`config.mk`:
```
export PLATFORM = sky130hd
export DESIGN_NAME = spi_mem_bridge_flat
export DESIGN_NICKNAME = d
export VERILOG_FILES = /design/src/rtl/spi_mem_pkg.sv /design/src/rtl/spi_mem_bridge_if.sv /design/src/rtl/spi_mem_timeout.sv /design/src/rtl/spi_mem_bridge.sv /design/src/flat_wrapper.sv
export SDC_FILE = /design/constraint.sdc
export NUM_CORES = 1
export LEC_CHECK = 0
export ABC_AREA = 1
export CELL_PAD_IN_SITES_DETAIL_PLACEMENT = 0
export CELL_PAD_IN_SITES_GLOBAL_PLACEMENT = 2
export CORE_ASPECT_RATIO = 0.75
export CORE_MARGIN = 5
export CORE_UTILIZATION = 32
export CTS_CLUSTER_DIAMETER = 200
export DETAILED_ROUTE_END_ITERATION = 12
export PLACE_DENSITY_LB_ADDON = 0.08
export SYNTH_ARGS = -nofsm -noshare
export SYNTH_HDL_FRONTEND = slang
export SYNTH_SLANG_ARGS = --single-unit
```
`constraint.sdc`:
```
create_clock -name clk -period 2.3 [get_ports clk]
set_input_delay 0.46 -clock clk [delete_from_list [all_inputs] [get_ports clk]]
set_output_delay 0.46 -clock clk [all_outputs]
set_load 0.005 [all_outputs]
```
`src/rtl/spi_mem_pkg.sv`:
```
// Shared constants and state encoding for the SPI-to-SDRAM command bridge.
// Opcodes, register map and fault word live here so the bench and RTL agree.
package spi_mem_pkg;

    localparam logic [15:0] OP_RD       = 16'hC000;
    localparam logic [15:0] OP_WR       = 16'hC100;
    localparam logic [15:0] OP_REG      = 16'h8000;
    localparam logic [15:0] OP_REG_MASK = 16'hFF00;
    localparam logic [15:0] DEAD_WORD   = 16'hDEAD;

    localparam logic [7:0] REG_ID   = 8'h00;
    localparam logic [7:0] REG_STAT = 8'h01;
    localparam logic [7:0] REG_LAST = 8'h02;

    typedef enum logic [2:0] {
        IDLE,
        ADDR_LO,
        ADDR_HI,
        WDATA,
        WR_ISSUE,
        RD_ISSUE,
        RD_WAIT,
        REG_ARG
    } state_e;

    function automatic logic is_reg_op(input logic [15:0] w);
        return (w & OP_REG_MASK) == OP_REG;
    endfunction

endpackage

```
`src/rtl/spi_mem_bridge_if.sv`:
```
// Bundle of SPI PHY word-level signals and SDRAM controller request signals.
// master = the bridge, slave = the PHY/controller environment.
interface spi_mem_bridge_if;

    logic        rx_valid;
    logic [15:0] rx_data;
    logic [15:0] tx_data;
    logic        tx_load;
    logic [31:0] wr_addr;
    logic [15:0] wr_data;
    logic        wr_enable;
    logic [31:0] rd_addr;
    logic        rd_enable;
    logic [15:0] rd_data;
    logic        rd_ready;
    logic        busy;
    logic        cmd_error;

    modport master (
        input  rx_valid, rx_data, rd_data, rd_ready, busy,
        output tx_data, tx_load, wr_addr, wr_data, wr_enable,
        output rd_addr, rd_enable, cmd_error
    );

    modport slave (
        output rx_valid, rx_data, rd_data, rd_ready, busy,
        input  tx_data, tx_load, wr_addr, wr_data, wr_enable,
        input  rd_addr, rd_enable, cmd_error
    );

endinterface

```
`src/rtl/spi_mem_timeout.sv`:
```
// Watchdog for inter-word gaps and read-data waits.
// expired fires on the TIMEOUT-th consecutive tick cycle after a load.
module spi_mem_timeout #(
    parameter int unsigned TIMEOUT = 1024
) (
    input  logic clk,
    input  logic rst_n,
    input  logic load,
    input  logic tick,
    output logic expired
);

    localparam int W = $clog2(TIMEOUT + 1);

    logic [W-1:0] cnt_q, cnt_d;

    assign expired = tick && (cnt_q == W'(TIMEOUT - 1));

    always_comb begin
        cnt_d = cnt_q;
        if (load) begin
            cnt_d = '0;
        end else if (tick && !expired) begin
            cnt_d = cnt_q + W'(1);
        end
    end

    always_ff @(posedge clk or negedge rst_n) begin
        if (!rst_n) begin
            cnt_q <= '0;
        end else begin
            cnt_q <= cnt_d;
        end
    end

endmodule

```
`src/rtl/spi_mem_bridge.sv`:
```
// Decodes 16-bit SPI command words into single SDRAM read/write requests
// and a small status register file readable back over SPI.
module spi_mem_bridge
    import spi_mem_pkg::*;
#(
    parameter int unsigned TIMEOUT = 1024,
    parameter logic [15:0] ID_WORD = 16'hB51D
) (
    input  logic               clk,
    input  logic               rst_n,
    spi_mem_bridge_if.master   bus
);

    state_e      state_q, state_d;
    logic        is_wr_q, is_wr_d;
    logic [15:0] addr_lo_q, addr_lo_d;
    logic [15:0] addr_hi_q, addr_hi_d;
    logic [15:0] tx_data_q, tx_data_d;
    logic        tx_load_q, tx_load_d;
    logic        cmd_error_q, cmd_error_d;
    logic [31:0] wr_addr_q, wr_addr_d;
    logic [15:0] wr_data_q, wr_data_d;
    logic [31:0] rd_addr_q, rd_addr_d;
    logic [7:0]  err_cnt_q, err_cnt_d;
    logic [15:0] last_rd_q, last_rd_d;

    logic        wr_en;
    logic        rd_en;
    logic [15:0] reg_rdata;
    logic        to_load;
    logic        to_tick;
    logic        to_expired;

    assign to_tick = state_q inside {ADDR_LO, ADDR_HI, WDATA, REG_ARG, RD_WAIT};
    assign to_load = (state_d != state_q);

    spi_mem_timeout #(
        .TIMEOUT (TIMEOUT)
    ) u_timeout (
        .clk     (clk),
        .rst_n   (rst_n),
        .load    (to_load),
        .tick    (to_tick),
        .expired (to_expired)
    );

    always_comb begin
        reg_rdata = 16'h0000;
        unique case (bus.rx_data[7:0])
            REG_ID:   reg_rdata = ID_WORD;
            REG_STAT: reg_rdata = {bus.busy, 7'b0, err_cnt_q};
            REG_LAST: reg_rdata = last_rd_q;
            default:  reg_rdata = 16'h0000;
        endcase
    end

    always_comb begin
        state_d     = state_q;
        is_wr_d     = is_wr_q;
        addr_lo_d   = addr_lo_q;
        addr_hi_d   = addr_hi_q;
        tx_data_d   = tx_data_q;
        tx_load_d   = 1'b0;
        cmd_error_d = 1'b0;
        wr_addr_d   = wr_addr_q;
        wr_data_d   = wr_data_q;
        rd_addr_d   = rd_addr_q;
        last_rd_d   = last_rd_q;
        wr_en       = 1'b0;
        rd_en       = 1'b0;

        unique case (state_q)
            IDLE: begin
                if (bus.rx_valid) begin
                    if (bus.rx_data == OP_RD) begin
                        is_wr_d = 1'b0;
                        state_d = ADDR_LO;
                    end else if (bus.rx_data == OP_WR) begin
                        is_wr_d = 1'b1;
                        state_d = ADDR_LO;
                    end else if (is_reg_op(bus.rx_data)) begin
                        tx_data_d = reg_rdata;
                        tx_load_d = 1'b1;
                        state_d   = REG_ARG;
                    end else begin
                        cmd_error_d = 1'b1;
                    end
                end
            end
            ADDR_LO: begin
                if (bus.rx_valid) begin
                    addr_lo_d = bus.rx_data;
                    state_d   = ADDR_HI;
                end else if (to_expired) begin
                    cmd_error_d = 1'b1;
                    state_d     = IDLE;
                end
            end
            ADDR_HI: begin
                if (bus.rx_valid) begin
                    if (is_wr_q) begin
                        addr_hi_d = bus.rx_data;
                        state_d   = WDATA;
                    end else begin
                        rd_addr_d = {bus.rx_data, addr_lo_q};
                        state_d   = RD_ISSUE;
                    end
                end else if (to_expired) begin
                    cmd_error_d = 1'b1;
                    state_d     = IDLE;
                end
            end
            WDATA: begin
                if (bus.rx_valid) begin
                    wr_addr_d = {addr_hi_q, addr_lo_q};
                    wr_data_d = bus.rx_data;
                    state_d   = WR_ISSUE;
                end else if (to_expired) begin
                    cmd_error_d = 1'b1;
                    state_d     = IDLE;
                end
            end
            WR_ISSUE: begin
                cmd_error_d = bus.rx_valid;
                if (!bus.busy) begin
                    wr_en   = 1'b1;
                    state_d = IDLE;
                end
            end
            RD_ISSUE: begin
                cmd_error_d = bus.rx_valid;
                if (!bus.busy) begin
                    rd_en   = 1'b1;
                    state_d = RD_WAIT;
                end
            end
            RD_WAIT: begin
                cmd_error_d = bus.rx_valid;
                if (bus.rd_ready) begin
                    tx_data_d = bus.rd_data;
                    last_rd_d = bus.rd_data;
                    tx_load_d = 1'b1;
                    state_d   = IDLE;
                end else if (to_expired) begin
                    tx_data_d   = DEAD_WORD;
                    tx_load_d   = 1'b1;
                    cmd_error_d = 1'b1;
                    state_d     = IDLE;
                end
            end
            REG_ARG: begin
                if (bus.rx_valid) begin
                    state_d = IDLE;
                end else if (to_expired) begin
                    cmd_error_d = 1'b1;
                    state_d     = IDLE;
                end
            end
            default: state_d = IDLE;
        endcase
    end

    // Error counter saturates so a stuck host cannot wrap it back to zero.
    always_comb begin
        err_cnt_d = err_cnt_q;
        if (cmd_error_d && (err_cnt_q != 8'hFF)) begin
            err_cnt_d = err_cnt_q + 8'd1;
        end
    end

    always_ff @(posedge clk or negedge rst_n) begin
        if (!rst_n) begin
            state_q     <= IDLE;
            is_wr_q     <= 1'b0;
            addr_lo_q   <= '0;
            addr_hi_q   <= '0;
            tx_data_q   <= '0;
            tx_load_q   <= 1'b0;
            cmd_error_q <= 1'b0;
            wr_addr_q   <= '0;
            wr_data_q   <= '0;
            rd_addr_q   <= '0;
            err_cnt_q   <= '0;
            last_rd_q   <= '0;
        end else begin
            state_q     <= state_d;
            is_wr_q     <= is_wr_d;
            addr_lo_q   <= addr_lo_d;
            addr_hi_q   <= addr_hi_d;
            tx_data_q   <= tx_data_d;
            tx_load_q   <= tx_load_d;
            cmd_error_q <= cmd_error_d;
            wr_addr_q   <= wr_addr_d;
            wr_data_q   <= wr_data_d;
            rd_addr_q   <= rd_addr_d;
            err_cnt_q   <= err_cnt_d;
            last_rd_q   <= last_rd_d;
        end
    end

    assign bus.tx_data   = tx_data_q;
    assign bus.tx_load   = tx_load_q;
    assign bus.cmd_error = cmd_error_q;
    assign bus.wr_addr   = wr_addr_q;
    assign bus.wr_data   = wr_data_q;
    assign bus.rd_addr   = rd_addr_q;
    // Enables follow busy combinationally so the request lands on the
    // first cycle the controller is free.
    assign bus.wr_enable = wr_en;
    assign bus.rd_enable = rd_en;

endmodule

```
`src/flat_wrapper.sv`:
```
// flat-port wrapper written by rule: the top's interface ports become plain ports
module spi_mem_bridge_flat import spi_mem_pkg::*;
#(
    parameter int unsigned TIMEOUT = 1024,
    parameter logic [15:0] ID_WORD = 16'hB51D
)
  (clk, rst_n, bus_rx_valid, bus_rx_data, bus_rd_data, bus_rd_ready, bus_busy, bus_tx_data, bus_tx_load, bus_wr_addr, bus_wr_data, bus_wr_enable, bus_rd_addr, bus_rd_enable, bus_cmd_error);
  spi_mem_bridge_if bus_i ();
  input  logic clk;
  input  logic rst_n;
  input wire logic [$bits(bus_i.rx_valid)-1:0] bus_rx_valid;
  input wire logic [$bits(bus_i.rx_data)-1:0] bus_rx_data;
  input wire logic [$bits(bus_i.rd_data)-1:0] bus_rd_data;
  input wire logic [$bits(bus_i.rd_ready)-1:0] bus_rd_ready;
  input wire logic [$bits(bus_i.busy)-1:0] bus_busy;
  output wire logic [$bits(bus_i.tx_data)-1:0] bus_tx_data;
  output wire logic [$bits(bus_i.tx_load)-1:0] bus_tx_load;
  output wire logic [$bits(bus_i.wr_addr)-1:0] bus_wr_addr;
  output wire logic [$bits(bus_i.wr_data)-1:0] bus_wr_data;
  output wire logic [$bits(bus_i.wr_enable)-1:0] bus_wr_enable;
  output wire logic [$bits(bus_i.rd_addr)-1:0] bus_rd_addr;
  output wire logic [$bits(bus_i.rd_enable)-1:0] bus_rd_enable;
  output wire logic [$bits(bus_i.cmd_error)-1:0] bus_cmd_error;
  assign bus_i.rx_valid = bus_rx_valid;
  assign bus_i.rx_data = bus_rx_data;
  assign bus_i.rd_data = bus_rd_data;
  assign bus_i.rd_ready = bus_rd_ready;
  assign bus_i.busy = bus_busy;
  assign bus_tx_data = bus_i.tx_data;
  assign bus_tx_load = bus_i.tx_load;
  assign bus_wr_addr = bus_i.wr_addr;
  assign bus_wr_data = bus_i.wr_data;
  assign bus_wr_enable = bus_i.wr_enable;
  assign bus_rd_addr = bus_i.rd_addr;
  assign bus_rd_enable = bus_i.rd_enable;
  assign bus_cmd_error = bus_i.cmd_error;
  spi_mem_bridge #(.TIMEOUT(TIMEOUT), .ID_WORD(ID_WORD)) u_core (.clk(clk), .rst_n(rst_n), .bus(bus_i));
endmodule
```
==> results.json, run 1 <==
{
  "status": "finished, final reports clean",
  "clkLatencyLatePin_ps": 440,
  "yosysTopAreaCellShare": 0.5862,
  "drv_cap": 0,
  "yosysSeqAreaShare": 0.5862,
  "vdd_drop_max_mv": 0.4164,
  "clock_skew_ps": 15.50,
  "initialDrtViolationCount": 407,
  "portBuffers": 136,
  "synth.avg_cell_area_um2": 9.443,
  "antennaDiodeCount": 0,
  "total_leakage_power_nw": 4.557,
  "cp-start-kind": "flop",
  "path_class": "flop to primary output",
  "final_nets": 965,
  "reg2reg_depth": 12,
  "worstMarginPinSlew_ps": 432.0,
  "required_ps": 1840,
  "min_period_over_period": 0.9712,
  "drive_above_1_share": 0.1439,
  "overflow": 0,
  "final_common_cell": "nand2_1",
  "numCtsBuffers": 17,
  "hpwl_mm": 14.75,
  "cts.sinks": 169,
  "slew_headroom": 0.7120,
  "grt_max_degree": 82,
  "vias_per_cell": 4.645,
  "antenna_found_initial": 3,
  "cts-htree-levels": 4,
  "drt_wl_total_mm": 20.28,
  "drc": 0,
  "cts_root_buf": "clkbuf_16",
  "clock.fmax_ghz": 0.4477,
  "finalSetupViolCount": 0,
  "grt_pass1_vias": 5834,
  "end_kind": "primary output",
  "fp.dieH_um": 140.0,
  "yosysWarnings": 0,
  "maxSlewViolCount": 0,
  "finalCriticalPeriod_ps": 2234,
  "cts_tree": "yes",
  "timing.rr.start": "u_core.state_q[2]",
  "initial_core_util": 0.3263,
  "layout_common_cells": "186 x nand2_1, 167 x dfrtp_1, 134 x clkdlybuf4s50_1, 120 x o21ai_0, 61 x inv_1",
  "post-synth-top-area-cell": "dfrtp_1",
  "hp-class": "flop to flop",
  "dieArea_mm2": 0.02568,
  "ios": 137,
  "wl_per_cell_um": 16.46,
  "area_delta_synth_final_pct": 35.17,
  "min_path_cells": 2,
  "finalHoldViolCount": 0,
  "synth_nets": 803,
  "fp.dieW_um": 183.4,
  "synth_cells": 764,
  "coreArea_mm2": 0.02211,
  "synth.distinct_cells": 38,
  "ant_nets": 0,
  "dr.pass1.iters": 7,
  "power.density_mw_per_mm2": 1054,
  "via_count": 5723,
  "routabilityCongestion": 0.8119,
  "cp.arrival_ps": 1770,
  "clkTransAtPathRegs_ps": 70,
  "cts_buffer_depth": 2,
  "grt.total_usage": 0.1625,
  "n_fill_cell": 2175,
  "worstPathMaxFanout": 3,
  "startpoint": "u_core.state_q[1]",
  "synth_seq_cells": 169,
  "netlist_area_mm2": 0.007214,
  "fin_tns_setup_ps": 0,
  "hold_start": "u_core.last_rd_q[13]",
  "num_rows": 47,
  "grt_pass1_wl_mm": 32.65,
  "yosys-top-cells-area": "dfrtp_1 59%, nand2_1 9.7%, o21ai_0 8.3%",
  "total_power_mw": 10.28
}
worst paths after layout:
check	end	slack [ps]
worst max register to register	u_core.u_timeout.cnt_q[10]	280
worst max-delay path	bus_rd_enable	70
min in group asynchronous	u_core.addr_hi_q[10]	500
worst min register to register	u_core.last_rd_q[13]	470
max in group asynchronous	u_core.err_cnt_q[3]	1130
worst min-delay path	u_core.last_rd_q[13]	470
layer usage:
layer	GRT usage	routed length [um]	part of all wire	up-vias
li1	-	-	-	2805
met2	0.2382	9000	0.44	116
met3	0.03940	1069	0.053	14
met1	0.2396	10020	0.49	2786
met5	0	13	0.00064	-
met4	0.04585	175	0.0086	2
kinds of logic (layout without fill, tap and decap cells):
logic type | Yosys count | in the layout | share of synthesized area
adder cells (fa/ha/maj) | 2 | 2 | 0.003468
AND/OR/NAND/NOR | 304 | 304 | 0.1904
AO/OA/AOI/OAI | 153 | 153 | 0.1139
buffers and inverters | 104 | 278 | 0.06139
multiplexers | 17 | 17 | 0.02636
XOR/XNOR | 15 | 15 | 0.01821
flip-flops | 169 | 169 | 0.5862
cell usage after synthesis:
| library cell | number |
|---|---|
| nor2_4 | 3 |
| xor2_1 | 10 |
| buf_4 | 2 |
| nand2_4 | 1 |
| nand3_2 | 6 |
| nand3_1 | 24 |
| clkinv_1 | 1 |
| a21oi_1 | 11 |
| nor3_1 | 3 |
| nand4_1 | 10 |
| inv_4 | 3 |
| o21ai_1 | 5 |
| clkbuf_1 | 18 |
| inv_2 | 9 |
| o31ai_1 | 4 |
| nand3b_1 | 1 |
| inv_1 | 61 |
| nor3_2 | 1 |
| buf_6 | 4 |
| o221ai_4 | 1 |
| nor2_8 | 2 |
| dfrtp_1 | 169 |
| nand2_1 | 187 |
| nor2_2 | 18 |
| o211ai_1 | 2 |
| nand2_2 | 6 |
| a31oi_1 | 7 |
| ha_1 | 2 |
| o221ai_1 | 2 |
| mux2_1 | 5 |
| mux2_2 | 11 |
| o21ai_0 | 120 |
| nor3b_1 | 1 |
| o21ai_2 | 1 |
| nor2_1 | 41 |
| xnor2_1 | 5 |
| buf_2 | 6 |
| mux2i_1 | 1 |
area by class of cell:
cell class / instances / area [um2] / area share
sequential: 169 / 4232 / 0.4339
multi-input combinational: 491 / 2562 / 0.2628
timing repair buffer: 173 / 1717 / 0.1760
clock buffer: 18 / 429.2 / 0.04401
tap: 294 / 367.9 / 0.03772
inverter: 74 / 285.3 / 0.02925
clock inverter: 13 / 158.9 / 0.01629
registers in the layout, indices dropped and copies added, names as in the netlist:
name,flops
u_core.addr_hi_q,16
u_core.bus.cmd_error,1
u_core.u_timeout.cnt_q,11
u_core.last_rd_q,16
u_core.err_cnt_q,8
u_core.state_q,3
u_core.bus.wr_data,16
u_core.addr_lo_q,16
u_core.bus.rd_addr,32
u_core.bus.tx_data,16
u_core.is_wr_q,1
u_core.bus.wr_addr,32
u_core.bus.tx_load,1
where the power goes:
| group | internal [mW] | switching, mW | total (mW) |
|---|---|---|---|
| Sequential | 3.81 | 0.504 | 4.32 |
| Clock | 1.63 | 1.29 | 2.92 |
| Combinational | 1.58 | 1.46 | 3.04 |
metrics by stage:
stage	setup WS (ps)	hold WS [ps]	area [um2]	util	std cells
global placement	90.60	407.0	9092	0.4112	1194
CTS	13.70	479.2	9744	0.4407	1232
floorplan	714.3	164.4	7214	-	764
detailed placement	76.90	413.4	9092	0.4112	1194
finish	66.33	474.2	9752	0.4410	1232
global route	-7.947	499.4	9752	0.4410	1232
critical path, stage by stage (launching register included):
cell             delay, ps
dfrtp_2                410
nor2_2                 170
nand2_2                100
nor2_4                 150
clkdlybuf4s50_1        520
timing repair:
action / CTS / global route
hold endpoints to repair: 34 / 0
cloned: 0 / 0
pin swaps: 1 / 0
endpoints found under the setup margin: 2 / 1
setup buffers: 6 / 0
gates resized for setup: 5 / 2
hold buffers: 1 / 0
Note: power is estimated with default switching activity, not from simulation.
==> inputs of run 2 (changes only) <==
- ABC_AREA: 1 -> unset
- CORE_UTILIZATION: 32 -> 35
==> run 2 against run 1 <==
  * The flow now finishes with violations (hold timing)
  * Maximum frequency about the same
  * Via count down 7.4%
  * Sequential share of layout area down 1.3 points
  * Largest power group unchanged
  * Non-clock buffer count up 21
  * Final area up 3.1%
  * Clock skew down 5.7 ps
  * Register-to-register slack worse by 160 ps
  * Critical path type unchanged
  * Clock-buffer cell count down 1
==> results.json, run 2 <==
{
  "cts.sinks": 169,
  "whs_ps": -9.267,
  "cts-htree-levels": 4,
  "total_leakage_power_nw": 4.624,
  "path_buf_inv": 1,
  "cp_slowest_cell": "clkdlybuf4s50_1",
  "initialDrtViolationCount": 259,
  "wl_per_cell_um": 18.06,
  "dieArea_mm2": 0.02405,
  "grt.total_usage": 0.1682,
  "seq_area_mm2": 0.004232,
  "overflow": 0,
  "clock.fmax_ghz": 0.4479,
  "violations": "hold timing",
  "status": "complete, but fails checks",
  "finalSetupViolCount": 0,
  "cts_buffer_depth": 2,
  "clkLatencyLatePin_ps": 430,
  "multiInputGateArea_mm2": 0.002948,
  "path_class": "flop to primary output",
  "antenna_found_initial": 1,
  "drive_above_1_share": 0.2913,
  "synth_seq_cells": 169,
  "yosysWarnings": 0,
  "cp-start-kind": "flop",
  "instances_no_fill": 1068,
  "finalCriticalPeriod_ps": 2233,
  "clkTransAtPathRegs_ps": 70,
  "yosys-top-cells-area": "dfrtp_1 57%, mux2_2 18%, nand2_1 2.4%",
  "cts_tree": "yes",
  "hpwl_mm": 13.84,
  "vdd_drop_max_mv": 0.4155,
  "design_area_mm2": 0.01005,
  "maxSlewViolCount": 0,
  "synth_cells": 590,
  "dr.pass1.iters": 4,
  "slew_headroom": 0.5628,
  "power.density_mw_per_mm2": 891.2,
  "dp_cells": 1031,
  "finalHoldViolCount": 3,
  "coreArea_mm2": 0.02044,
  "final_common_cell": "dfrtp_1",
  "cp.arrival_ps": 1770,
  "final_nets": 812,
  "synth.avg_cell_area_um2": 12.47,
  "via_count": 5297,
  "drv_cap": 0,
  "grt_max_degree": 62,
  "netlist_area_mm2": 0.007356,
  "synth.distinct_cells": 61,
  "end_kind": "primary output",
  "antennaDiodeCount": 0,
  "final_util": 0.4919,
  "worstPathMaxFanout": 2,
  "path_cells": "nor3b_2 > nor2b_2 > clkdlybuf4s50_1",
  "grt_pass1_wl_mm": 31.66,
  "routabilityCongestion": 0.7714,
  "ys_top_cells_by_count": "169 x dfrtp_1, 115 x mux2_2, 48 x nand2_1, 34 x o21ai_0, 19 x inv_1",
  "grt_pass1_vias": 5649,
  "max_stage_delay_ps": 510,
  "crit_family": "buffers and inverters",
  "worstMarginPinSlew_ps": 654.3,
  "drc": 0,
  "cts_root_buf": "clkbuf_16",
  "numCtsBuffers": 17,
  "total_power_mw": 8.959,
  "yosysMostFrequentCell": "dfrtp_1",
  "yosysTopAreaCellShare": 0.5749,
  "clock_skew_ps": 9.781,
  "yosysSeqAreaShare": 0.5749,
  "fp.dieH_um": 135.6,
  "ant_nets": 0,
  "initial_core_util": 0.3599,
  "async_reset_ff_frac": 1.000,
  "synth-edff-count": 0,
  "layout_common_cells": "167 x dfrtp_1, 134 x clkdlybuf4s50_1, 115 x mux2_2, 51 x buf_4, 48 x nand2_1",
  "n_fill_cell": 1865,
  "synth_nets": 629,
  "ys.flop_type": "dfrtp_1",
  "ios": 137,
  "min_period_over_period": 0.9707,
  "required_ps": 1840,
  "portBuffers": 136,
  "post-synth-top-area-cell": "dfrtp_1",
  "num_rows": 45,
  "r2r_slack_ps": 120,
  "fp.dieW_um": 177.4,
  "area_delta_synth_final_pct": 36.67,
  "placed_area_mm2": 0.009422,
  "drt_wl_total_mm": 19.29,
  "hp-class": "input pin to async pin",
  "vias_per_cell": 4.960,
  "fin_tns_setup_ps": 0
}
## run 2: changes by cell type after synthesis, moves of 7 or more
cell,before,now
nand2_1,187,48
mux2_2,11,115
o21ai_0,120,34
inv_1,61,19
nor2_1,41,9
nor2_2,18,1
nand3_1,24,8
nor2b_1,0,14
nor3_1,3,16
nand4_1,10,1
xor2_1,10,1
inv_2,9,1
a31oi_1,7,14
nor4_1,0,7
## run 2: worst paths after layout
path / from / endpoint / cells past startpoint
max: u_core.state_q[1] / bus_wr_enable / 3
min: rst_n / u_core.bus.rd_addr[20] / 1
max reg2reg: u_core.u_timeout.cnt_q[0] / u_core.bus.tx_data[9] / 9
min reg2reg: u_core.last_rd_q[13] / u_core.last_rd_q[13] / 2
max in group asynchronous: rst_n / u_core.bus.tx_data[7] / 2
min in group clk: u_core.last_rd_q[13] / u_core.last_rd_q[13] / 2
## run 2: layer usage
| metal | global-route usage | routed length [um] | vias up |
|---|---|---|---|
| li1 | - | - | 2483 |
| met1 | 0.2276 | 8892 | 2677 |
| met2 | 0.2639 | 9051 | 116 |
| met3 | 0.05273 | 1131 | 19 |
| met4 | 0.04294 | 210 | 2 |
| met5 | 0 | 7 | - |
## run 2: stage by stage
stage	hold WS, ps	setup slack (ps)
6_report	-9.267	67.42
5_1_grt	23.40	-6.579
4_1_cts	13.60	60.80
3_5_place_dp	457.5	-323.9
3_3_place_gp	453.0	-322.5
2_1_floorplan	164.4	375.2
## run 2: worst reg2reg max path: stages, from the launching register on
cell and delay, ps:
dfrtp_1 430, ha_1 280, nand2_1 160, nor4_4 60
buf_4 160, buf_4 140, o21a_1 170, nor2_2 130
buf_12 170, mux2_2 370
## run 2: area by class of cell
cell class	count	area share
Clock buffer	17	0.04231
Tap cell	282	0.03510
Inverter	20	0.007467
Multi-Input combinational cell	371	0.2932
Clock inverter	15	0.01357
Sequential cell	169	0.4209
Timing Repair Buffer	194	0.1874
## run 2: repair_timing
action	in CTS	in global routing
resized for setup	6	5
endpoints found under the setup margin	2	14
pin swaps	1	1
hold buffers	0	0
buffers inserted	2	3
## run 2: logic make-up after synthesis
kind of cell             share of synthesized area
flip-flops                                  0.5749
XOR/XNOR                                   0.01072
multiplexers                                0.1970
adder cells (fa/ha/maj)                   0.003401
buffers and inverters                      0.03011
AND/OR/NAND/NOR                            0.09900
AO/OA/AOI/OAI                              0.08488
## run 2: where the power goes
group / internal [mW] / switching, mW
clock: 1.43 / 1.32
sequential: 3.62 / 0.443
combinational: 1.34 / 0.810
total: 6.39 / 2.57
==> inputs of run 3 (changes only) <==
- PLACE_DENSITY_LB_ADDON: 0.08 -> 0.1
- SLEW_MARGIN: unset -> 10
==> run 3 against run 2 <==
  * The run now ends clean
  * Via count grew 0.42%
  * Worst setup slack gained 6.6 ps
  * Non-clock buffer count grew 3
  * First-iteration DRC count shrank 7.7%
  * Die area is the same
  * Register-to-register slack gained 40 ps
  * Combinational power is essentially flat
  * Routed wire length grew 0.18%
  * Maximum frequency grew 0.30%
  * Total power grew 3.0%
  * Worst hold slack gained 480 ps
  * Critical path type unchanged
  * Largest cell class unchanged
==> results.json, run 3 (synthesized netlist as in run 2, its figures left out) <==
{
  "power.switching_mw": 2.581,
  "dr.pass1.iters": 4,
  "cts-htree-levels": 4,
  "holdPathEnd": "u_core.last_rd_q[8]",
  "max_stage_delay_ps": 520,
  "wl_per_cell_um": 18.05,
  "vias_per_cell": 4.966,
  "hpwl_mm": 13.66,
  "required_ps": 1840,
  "whs_ps": 471.8,
  "cp_slowest_cell": "clkdlybuf4s50_1",
  "min_period_over_period": 0.9678,
  "coreArea_mm2": 0.02044,
  "min_path_cells": 2,
  "finalCriticalPeriod_ps": 2226,
  "r2r_slack_ps": 160,
  "end_kind": "primary output",
  "final_util": 0.4942,
  "timing.rr.start": "u_core.u_timeout.cnt_q[0]",
  "hp-class": "flop to flop",
  "combPwrFrac": 0.234,
  "drc": 0,
  "overflow": 0,
  "rsz0062_at_grt": "false",
  "initialDrtViolationCount": 239,
  "path_cells": "nor3b_2 > and2_1 > clkdlybuf4s50_1",
  "cp.arrival_ps": 1770,
  "final_common_cell": "dfrtp_1",
  "fp.dieW_um": 177.4,
  "drt_wl_total_mm": 19.33,
  "slew_headroom": 0.5974,
  "total_leakage_power_nw": 4.638,
  "finalSetupViolCount": 0,
  "clock_power_share": 0.324,
  "cts_tree": "yes",
  "clkLatencyLatePin_ps": 420,
  "reg2reg_depth": 9,
  "busiest_layer": "met2",
  "area_delta_synth_final_pct": 37.32,
  "num_rows": 45,
  "grt_pass1_wl_mm": 31.46,
  "cp-start-kind": "flop",
  "finalHoldViolCount": 0,
  "drv_cap": 0,
  "clkTransAtPathRegs_ps": 70,
  "fp.dieH_um": 135.6,
  "grtUsageMet1": 0.2324,
  "maxSlewViolCount": 0,
  "routabilityCongestion": 0.8558,
  "cts_buffer_depth": 2,
  "p_sw_frac": 0.2796,
  "numCtsBuffers": 17,
  "layout_common_cells": "166 x dfrtp_1, 134 x clkdlybuf4s50_1, 115 x mux2_2, 54 x buf_4, 48 x nand2_1",
  "r2r_end": "u_core.u_timeout.cnt_q[7]",
  "place_ws_ps": -442.8,
  "worstPathMaxFanout": 2,
  "cts_root_buf": "clkbuf_16",
  "final_nets": 815,
  "worstMarginPinSlew_ps": 602.4,
  "ant_nets": 0,
  "seqPwrFrac": 0.441,
  "dieArea_mm2": 0.02405,
  "ios": 137,
  "antennaDiodeCount": 0,
  "fin_ws_ps": 74.05,
  "vdd_drop_max_mv": 0.5530,
  "seq_area_mm2": 0.004233,
  "portBuffers": 136,
  "intPower_mw": 6.649,
  "groute.layer.met2.usage": 0.2616,
  "initial_core_util": 0.3599,
  "status": "finished, final reports clean",
  "met3_usage": 0.03795,
  "antenna_found_initial": 0,
  "grt_max_degree": 55,
  "startpoint": "u_core.state_q[1]",
  "power.density_mw_per_mm2": 913.8,
  "multiInputGateArea_mm2": 0.002935,
  "grt_pass1_vias": 5721,
  "hold_start": "u_core.last_rd_q[8]",
  "cts.sinks": 169,
  "clock.fmax_ghz": 0.4492,
  "clock_skew_ps": 9.558,
  "drive_above_1_share": 0.2890,
  "via_count": 5319,
  "grt.total_usage": 0.1664,
  "n_fill_cell": 1866,
  "path_class": "flop to primary output"
}
run 3: changes by cell type in the layout (fill, tap and decap cells not counted), moves of 2 or more:
cell / before / now
bufinv_16: 0 / 2
clkinv_2: 3 / 0
buf_12: 7 / 5
buf_4: 51 / 54
run 3: worst max-delay path by stage:
stage / to
2_1_floorplan: u_core.bus.rd_addr[10]
3_5_place_dp: u_core.u_timeout.cnt_q[3]
6_report: bus_rd_enable
4_1_cts: bus_rd_enable
3_3_place_gp: u_core.u_timeout.cnt_q[8]
5_1_grt: u_core.u_timeout.cnt_q[1]
run 3: what timing repair did:
item,4_1_cts,5_1_grt
resized for setup,7,2
setup buffers,2,0
hold endpoints to repair,2,0
setup endpoints to repair,20,10
pin swaps,1,0
hold buffers,1,0
run 3: layout make-up:
type / instances / area share
Multi-Input combinational cell: 371 / 0.2906
Tap cell: 282 / 0.03493
Clock buffer: 18 / 0.04348
Sequential cell: 169 / 0.4191
Clock inverter: 14 / 0.01759
Timing Repair Buffer: 197 / 0.1869
Inverter: 20 / 0.007432
run 3: power by group through the flow:
| stage | registers, mW | clock network [mW] | logic (mW) |
|---|---|---|---|
| after floorplan | 4.03 | 0 | 0.949 |
| after global placement | 4.11 | 0 | 2.12 |
| after detailed placement | 4.14 | 0 | 2.16 |
| after CTS | 4.07 | 3.06 | 2.20 |
| after global routing | 4.16 | 3.19 | 2.38 |
| final | 4.07 | 2.99 | 2.16 |
run 3: critical path: cells and delay by family (launching register included):
kind	cells	cell delay, ps
simple gates	2	410
buf+inv	1	520
flops	1	420
run 3: layer usage:
metal | part of all wire | vias to the layer above
li1 | - | 2490
met1 | 0.47 | 2699
met2 | 0.47 | 118
met3 | 0.044 | 12
met4 | 0.0095 | 0
met5 | 0 | -
run 3: metrics by stage:
step	total power [mW]	TNS (ps)	instances	instance area (um2)
final	9.230	0	1071	10100
after global routing	9.728	0	1071	10100
after CTS	9.340	0	1071	10100
after detailed placement	6.299	-20020	1036	9434
after global placement	6.235	-19470	1036	9434
after floorplan	4.977	0	590	7356
